## config.mk

```make
export PLATFORM = sky130hd
export DESIGN_NAME = membus_arb2
export DESIGN_NICKNAME = d
export VERILOG_FILES = /design/src/rtl/membus_pkg.sv /design/src/rtl/membus_nxm_timer.sv /design/src/rtl/membus_arb2.sv
export SDC_FILE = /design/constraint.sdc
export NUM_CORES = 1
export LEC_CHECK = 0
export BUFFER_PORTS_ARGS = -buffer_cell sky130_fd_sc_hd__buf_2
export CAP_MARGIN = 20
export CORE_AREA = 5 5 112 114
export DETAILED_ROUTE_END_ITERATION = 16
export DIE_AREA = 0 0 117 119
export SLEW_MARGIN = 20
export SYNTH_ARGS = -nofsm -noshare
export SYNTH_HDL_FRONTEND = slang
export SYNTH_HIERARCHICAL = 1
export SYNTH_SLANG_ARGS = --single-unit
```

## constraint.sdc

```tcl
create_clock -name clk -period 3.9 [get_ports clk]
set_input_delay 0.585 -clock clk [delete_from_list [all_inputs] [get_ports clk]]
set_output_delay 0.585 -clock clk [all_outputs]
set_load 0.02 [all_outputs]
```

## src/rtl/membus_pkg.sv

```systemverilog
// Shared widths and FSM state encoding for the two-port memory bus arbiter (membus_arb2).
package membus_pkg;

   localparam int unsigned MA_W = 18;
   localparam int unsigned MB_W = 36;

   typedef logic [1:0] state_t;

   localparam state_t StIdle  = 2'd0;
   localparam state_t StAddr  = 2'd1;
   localparam state_t StRdata = 2'd2;
   localparam state_t StWdata = 2'd3;

endpackage

```

## src/rtl/membus_nxm_timer.sv

```systemverilog
// Nonexistent-memory watchdog: counts enabled cycles since the last clear and flags the
// cycle in which the count reaches Limit-1.
module membus_nxm_timer #(
   parameter int unsigned Limit = 64
) (
   input  logic clk,
   input  logic reset,
   input  logic clear,
   input  logic enable,
   output logic expired
);

   localparam logic [7:0] LastCount = 8'(Limit - 1);

   logic [7:0] count_q, count_d;

   always_comb begin
      count_d = count_q;
      if (clear) begin
         count_d = '0;
      end else if (enable) begin
         count_d = count_q + 8'd1;
      end
   end

   always_ff @(posedge clk or negedge reset) begin
      if (!reset) begin
         count_q <= '0;
      end else begin
         count_q <= count_d;
      end
   end

   assign expired = enable && (count_q == LastCount);

endmodule

```

## src/rtl/membus_arb2.sv

```systemverilog
// Two-requester memory bus arbiter (A = CPU, B = channel) with nonexistent-memory timeout.
// Define MEMBUS_ARB_RR_EN for round-robin on simultaneous requests; otherwise A always wins.
module membus_arb2
   import membus_pkg::*;
#(
   parameter int unsigned NXM_TIMEOUT = 64
) (
   input  logic            clk,
   input  logic            reset,
   input  logic            a_rq_cyc,
   input  logic            a_rd_rq,
   input  logic            a_wr_rq,
   input  logic [MA_W-1:0] a_ma,
   input  logic            a_fmc_select,
   input  logic [MB_W-1:0] a_mb_out,
   input  logic            a_wr_rs,
   output logic            a_addr_ack,
   output logic            a_rd_rs,
   output logic [MB_W-1:0] a_mb_in,
   output logic            a_nxm,
   input  logic            b_rq_cyc,
   input  logic            b_rd_rq,
   input  logic            b_wr_rq,
   input  logic [MA_W-1:0] b_ma,
   input  logic            b_fmc_select,
   input  logic [MB_W-1:0] b_mb_out,
   input  logic            b_wr_rs,
   output logic            b_addr_ack,
   output logic            b_rd_rs,
   output logic [MB_W-1:0] b_mb_in,
   output logic            b_nxm,
   output logic            membus_rq_cyc,
   output logic            membus_rd_rq,
   output logic            membus_wr_rq,
   output logic            membus_fmc_select,
   output logic            membus_wr_rs,
   output logic [MA_W-1:0] membus_ma,
   output logic [MB_W-1:0] membus_mb_out,
   input  logic            membus_addr_ack,
   input  logic            membus_rd_rs,
   input  logic [MB_W-1:0] membus_mb_in
);

   state_t          state_q, state_d;
   logic            gnt_b_q, gnt_b_d;
   logic [MA_W-1:0] ma_q, ma_d;
   logic            rd_q, rd_d, wr_q, wr_d, fmc_q, fmc_d;
   logic            a_nxm_q, a_nxm_d, b_nxm_q, b_nxm_d;
   logic            pick_b, gnt_rq_cyc, gnt_wr_rs, expired;
   logic            busy, in_addr, in_rdata, in_wdata;

`ifdef MEMBUS_ARB_RR_EN
   logic last_b_q;

   // Reset leaves B as last winner so the first tie goes to A.
   always_ff @(posedge clk or negedge reset) begin
      if (!reset) begin
         last_b_q <= 1'b1;
      end else if (state_q == StIdle && (a_rq_cyc || b_rq_cyc)) begin
         last_b_q <= pick_b;
      end
   end

   assign pick_b = b_rq_cyc && (!a_rq_cyc || !last_b_q);
`else
   assign pick_b = !a_rq_cyc;
`endif

   assign gnt_rq_cyc = gnt_b_q ? b_rq_cyc : a_rq_cyc;
   assign gnt_wr_rs  = gnt_b_q ? b_wr_rs : a_wr_rs;

   always_comb begin
      state_d = state_q;
      gnt_b_d = gnt_b_q;
      ma_d    = ma_q;
      rd_d    = rd_q;
      wr_d    = wr_q;
      fmc_d   = fmc_q;
      a_nxm_d = 1'b0;
      b_nxm_d = 1'b0;
      unique case (state_q)
         StIdle: begin
            if (a_rq_cyc || b_rq_cyc) begin
               state_d = StAddr;
               gnt_b_d = pick_b;
               ma_d    = pick_b ? b_ma : a_ma;
               rd_d    = pick_b ? b_rd_rq : a_rd_rq;
               wr_d    = pick_b ? b_wr_rq : a_wr_rq;
               fmc_d   = pick_b ? b_fmc_select : a_fmc_select;
            end
         end
         StAddr: begin
            // A response in the timeout cycle still wins.
            if (membus_addr_ack) begin
               state_d = wr_q ? StWdata : StRdata;
            end else if (!gnt_rq_cyc) begin
               state_d = StIdle;
            end else if (expired) begin
               state_d = StIdle;
               a_nxm_d = !gnt_b_q;
               b_nxm_d = gnt_b_q;
            end
         end
         StRdata: begin
            if (membus_rd_rs) begin
               state_d = StIdle;
            end else if (expired) begin
               state_d = StIdle;
               a_nxm_d = !gnt_b_q;
               b_nxm_d = gnt_b_q;
            end
         end
         StWdata: begin
            if (gnt_wr_rs) begin
               state_d = StIdle;
            end
         end
         default: state_d = StIdle;
      endcase
   end

   always_ff @(posedge clk or negedge reset) begin
      if (!reset) begin
         state_q <= StIdle;
         gnt_b_q <= 1'b0;
         ma_q    <= '0;
         rd_q    <= 1'b0;
         wr_q    <= 1'b0;
         fmc_q   <= 1'b0;
         a_nxm_q <= 1'b0;
         b_nxm_q <= 1'b0;
      end else begin
         state_q <= state_d;
         gnt_b_q <= gnt_b_d;
         ma_q    <= ma_d;
         rd_q    <= rd_d;
         wr_q    <= wr_d;
         fmc_q   <= fmc_d;
         a_nxm_q <= a_nxm_d;
         b_nxm_q <= b_nxm_d;
      end
   end

   membus_nxm_timer #(
      .Limit (NXM_TIMEOUT)
   ) u_nxm_timer (
      .clk     (clk),
      .reset   (reset),
      .clear   (state_d != state_q),
      .enable  (in_addr || in_rdata),
      .expired (expired)
   );

   assign busy     = (state_q != StIdle);
   assign in_addr  = (state_q == StAddr);
   assign in_rdata = (state_q == StRdata);
   assign in_wdata = (state_q == StWdata);

   assign a_addr_ack = in_addr && !gnt_b_q && membus_addr_ack;
   assign b_addr_ack = in_addr && gnt_b_q && membus_addr_ack;
   assign a_rd_rs    = in_rdata && !gnt_b_q && membus_rd_rs;
   assign b_rd_rs    = in_rdata && gnt_b_q && membus_rd_rs;
   assign a_mb_in    = (in_rdata && !gnt_b_q) ? membus_mb_in : '0;
   assign b_mb_in    = (in_rdata && gnt_b_q) ? membus_mb_in : '0;
   assign a_nxm      = a_nxm_q;
   assign b_nxm      = b_nxm_q;

   assign membus_rq_cyc     = in_addr;
   assign membus_ma         = busy ? ma_q : '0;
   assign membus_rd_rq      = busy && rd_q;
   assign membus_wr_rq      = busy && wr_q;
   assign membus_fmc_select = busy && fmc_q;
   // Wired-OR data bus: drive only while the write data phase is active.
   assign membus_mb_out     = in_wdata ? (gnt_b_q ? b_mb_out : a_mb_out) : '0;
   assign membus_wr_rs      = in_wdata && gnt_wr_rs;

endmodule
```

==> summary.md <==
| Metric | Value |
|---|---|
| DR WL/cell | `~16 um` |
| Hold Crit Class | `in2async` |
| Final Cycle Share | `0.808` |
| CP dominant cell by count | `buf_4` |
| Post-route ant nets | `0` |
| Global route total overflow | `0` |
| Ports | `between 200 and 300` |
| Overall Power | `2.71 mW` |
| Max-cap viol count | `0` |
| Die area | `0.0139 mm^2` |
| Crit-path cells | `inv_1, ha_1, nand3_1, nor4_1, buf_4, nor3b_1, a2111oi_2, a2bb2oi_1, o211ai_2, buf_4, o2111ai_2, or3_1, a21oi_1` |
| Syn Std Cell Area | `around 0.003 mm^2` |
| EDFF count, synth | `0` |
| Flops & latches, synth | `34` |
| Crit path launch type | `flop` |
| Final setup fails | `0` |
| Status | `complete, no violations` |
| Top reg by flops | `ma_q` |
| Largest net degree at the start of global routing | `76` |
| Iteration-0 DRC Markers | `202` |
| Element type at the critical path end | `flop` |
| Most area-consuming cells after synthesis | `dfrtp_1 28%, mux2i_1 19%, and3_1 15%, nor2b_1 12%, o21ai_0 4.1%` |
| Total routed wirelength | `between 10000 and 15000 um` |
| Starting density of the core | `0.271` |
| Leading registers by flop count | `ma_q (18), u_nxm_timer/count_q (8), state_q (2)` |
| Hold buffer count at CTS | `0` |
| Peak VDD IR | `0.380 mV` |
| CTS resizes | `0` |
| Die Y | `119 um` |
| Setup CP Type | `reg2reg` |
| Slowest CP cell | `ha_1` |
| Dpl cells | `slightly below 800` |
| Top cells by count, synth | `75 x and3_1, 59 x nor2b_1, 58 x mux2i_1` |
| Placer congestion estimate | `roughly 0.91` |
| Final hold slack | `0.382 ns` |
| Leading area contributor after synthesis | `dfrtp_1` |
| Share of layout cells above drive strength 1 | `0.485` |
| Htree depth | `2` |
| Max reg flops | `18` |
| Sw frac | `0.491` |
| Top-count cell post-synth | `and3_1` |
| GR Util All Layers | `0.162` |
| Clock root buffer | `clkbuf_16` |
| Drt first pass iters | `4` |
| Clock Skew | `0.00458 ns` |
| Synth Area in Compound Gates | `0.0884` |
| Pwr Density | `approximately 570 mW/mm^2` |
| Post-synthesis simple-gate area fraction | `0.347` |
| Synth Net Count | `between 500 and 600` |
| Post-CTS Repair Setup Buffers | `0` |
| Clk_lat worst skew | `0.27 ns` |
| Final Hold Fails | `0` |
| Int Power | `between 1 and 1.5 mW` |
| Post-synth top flop | `dfrtp_1` |
| DP HPWL | `around 10000 um` |
| Vias in the first global route | `between 3k and 4k` |
| RR Startpoint | `state_q[0]` |
| Gate Count Post-Synth | `~380` |
| Worst EP required | `slightly above 4 ns` |
| Post-synthesis xor/xnor area fraction | `0.0114` |
| Clock period minus worst slack | `3.15 ns` |
| Max incr delay on CP | `about 0.46 ns` |
| Total Neg Setup Slack | `0 ns` |
| Max Freq | `317 MHz` |
| Synth warnings | `6` |
| Largest family of logic cells by synthesized area | `simple AND/OR/NAND/NOR gates` |
| Max Slew Vio Count | `0` |
| Design Area, Final | `between 0.004 and 0.005 mm^2` |
| Clock Power Share | `0.136` |
| Synth Area in Adders | `0.0204` |
| Post-synth ARST share | `1.00` |
| Seq pwr share | `0.229` |
| Crit path DAT | `~3.4 ns` |
| Rel. slew slack | `0.418` |
| Synth top area share | `0.277` |
| Final nets | `slightly above 800` |
| Worst-Margin Slew | `between 0.8 and 0.9 ns` |
| Clk sink count | `34` |
| Yosys cell types | `33` |
| Max FO, Critical Path | `9` |
| P_leak | `3.02 nW` |
| Area Overhead vs Synth | `54.5%` |
| Switching power total | `between 1 and 1.5 mW` |
| Die width | `117 um` |
| Combinational Power Share | `0.635` |
| First-pass GRT wire length | `roughly 18000 um` |
| Post-synthesis sequential area ratio | `0.277` |
| Layout Cells excl Fill | `around 790` |
| RSZ-0062 raised after global routing | `false` |
| CTS tree | `done` |
| Multiplexer area fraction after synthesis | `0.198` |
| Num CTS Buffers | `5` |
| Post-DP Area | `0.00461 mm^2` |
| CP Launch Point | `state_q[0]` |
| Routed vias/inst | `around 4.7` |
| Clock transition at the registers of the reported paths | `~0.05 ns` |
| Syn avg cell area | `slightly above 8 um^2` |
| Longest Clk Path Bufs | `2` |
| Initial antenna violation count | `1` |
| DRC | `0` |
| Core region area | `~0.011 mm^2` |
| Port bufs | `about 300` |
| Cell row count | `39` |
| Via count | `about 3.7k` |
power groups by stage:
stage	clock, mW	sequential (mW)	combinational, mW
detailed placement	0	0.623	1.74
global placement	0	0.616	1.73
global route	0.397	0.648	1.89
floorplan	0	0.547	1.30
finish	0.370	0.621	1.72
CTS	0.384	0.621	1.74
routing by layer:
layer,up-vias,track usage,share of wire,wire length [um]
met5,-,0,0,0
met4,0,0.0344,0.012,144
met3,8,0.0396,0.10,1290
met2,163,0.293,0.50,6190
met1,1662,0.191,0.38,4760
li1,1843,-,-,-
final cells by class:
type,instances,area (um^2)
tap,143,179
clock buffer,7,133
inverter,5,18.8
fill,1157,6570
timing repair buffer,300,1520
antenna,1,2.50
multi-input combinational,299,2050
sequential,34,852
cells by family (layout without fill, tap and decap cells):
family | count (synthesis) | after routing
multiplexers | 60 | 60
buffers and inverters | 42 | 312
other | 0 | 1
AO/OA/AOI/OAI | 43 | 43
AND/OR/NAND/NOR | 187 | 187
flip-flops | 34 | 34
XOR/XNOR | 4 | 4
adder cells (fa/ha/maj) | 5 | 5
path summary, 6_finish.rpt:
check	endpoint	slack, ns	cells after the start
max in group asynchronous	gnt_b_q	2.99	1
hold / removal	ma_q[10]	0.38	1
hold reg to reg	fmc_q	0.47	2
min in group clk	fmc_q	0.47	2
setup reg to reg	u_nxm_timer/count_q[7]	0.75	13
setup / recovery	u_nxm_timer/count_q[7]	0.75	13
stage by stage:
| step | util | setup WS [ns] |
|---|---|---|
| global placement | 0.407 | 0.907 |
| global route | 0.419 | 0.517 |
| floorplan | - | 0.918 |
| finish | 0.419 | 0.747 |
| detailed placement | 0.407 | 0.766 |
| CTS | 0.419 | 0.753 |
worst max-delay path: cells and delay by family (launching register included):
| kind | cells | cell delay (ns) |
|---|---|---|
| compound gates | 5 | 0.93 |
| simple gates | 4 | 0.78 |
| buf+inv | 3 | 0.49 |
| fa+ha+maj | 1 | 0.46 |
| flops | 1 | 0.42 |
layout by cell type, fill, tap and decap left out, drive strengths merged:
cell type / instances
a21oi: 7
a31o: 1
a2111oi: 1
a22oi: 1
o21ai: 26
nand4: 3
o211ai: 1
ha: 5
nor3b: 1
nor2b: 59
xnor2: 1
dfrtp: 34
a22o: 1
nor4: 1
a41oi: 1
and3: 75
nand2: 27
a211o: 1
inv: 5
mux2: 1
or3: 3
clkbuf: 7
nand3: 6
xor2: 3
nor2: 12
diode: 1
o221ai: 1
a2bb2oi: 1
o2111ai: 1
mux2i: 59
buf: 300
Power figures use the tool's default switching activity.
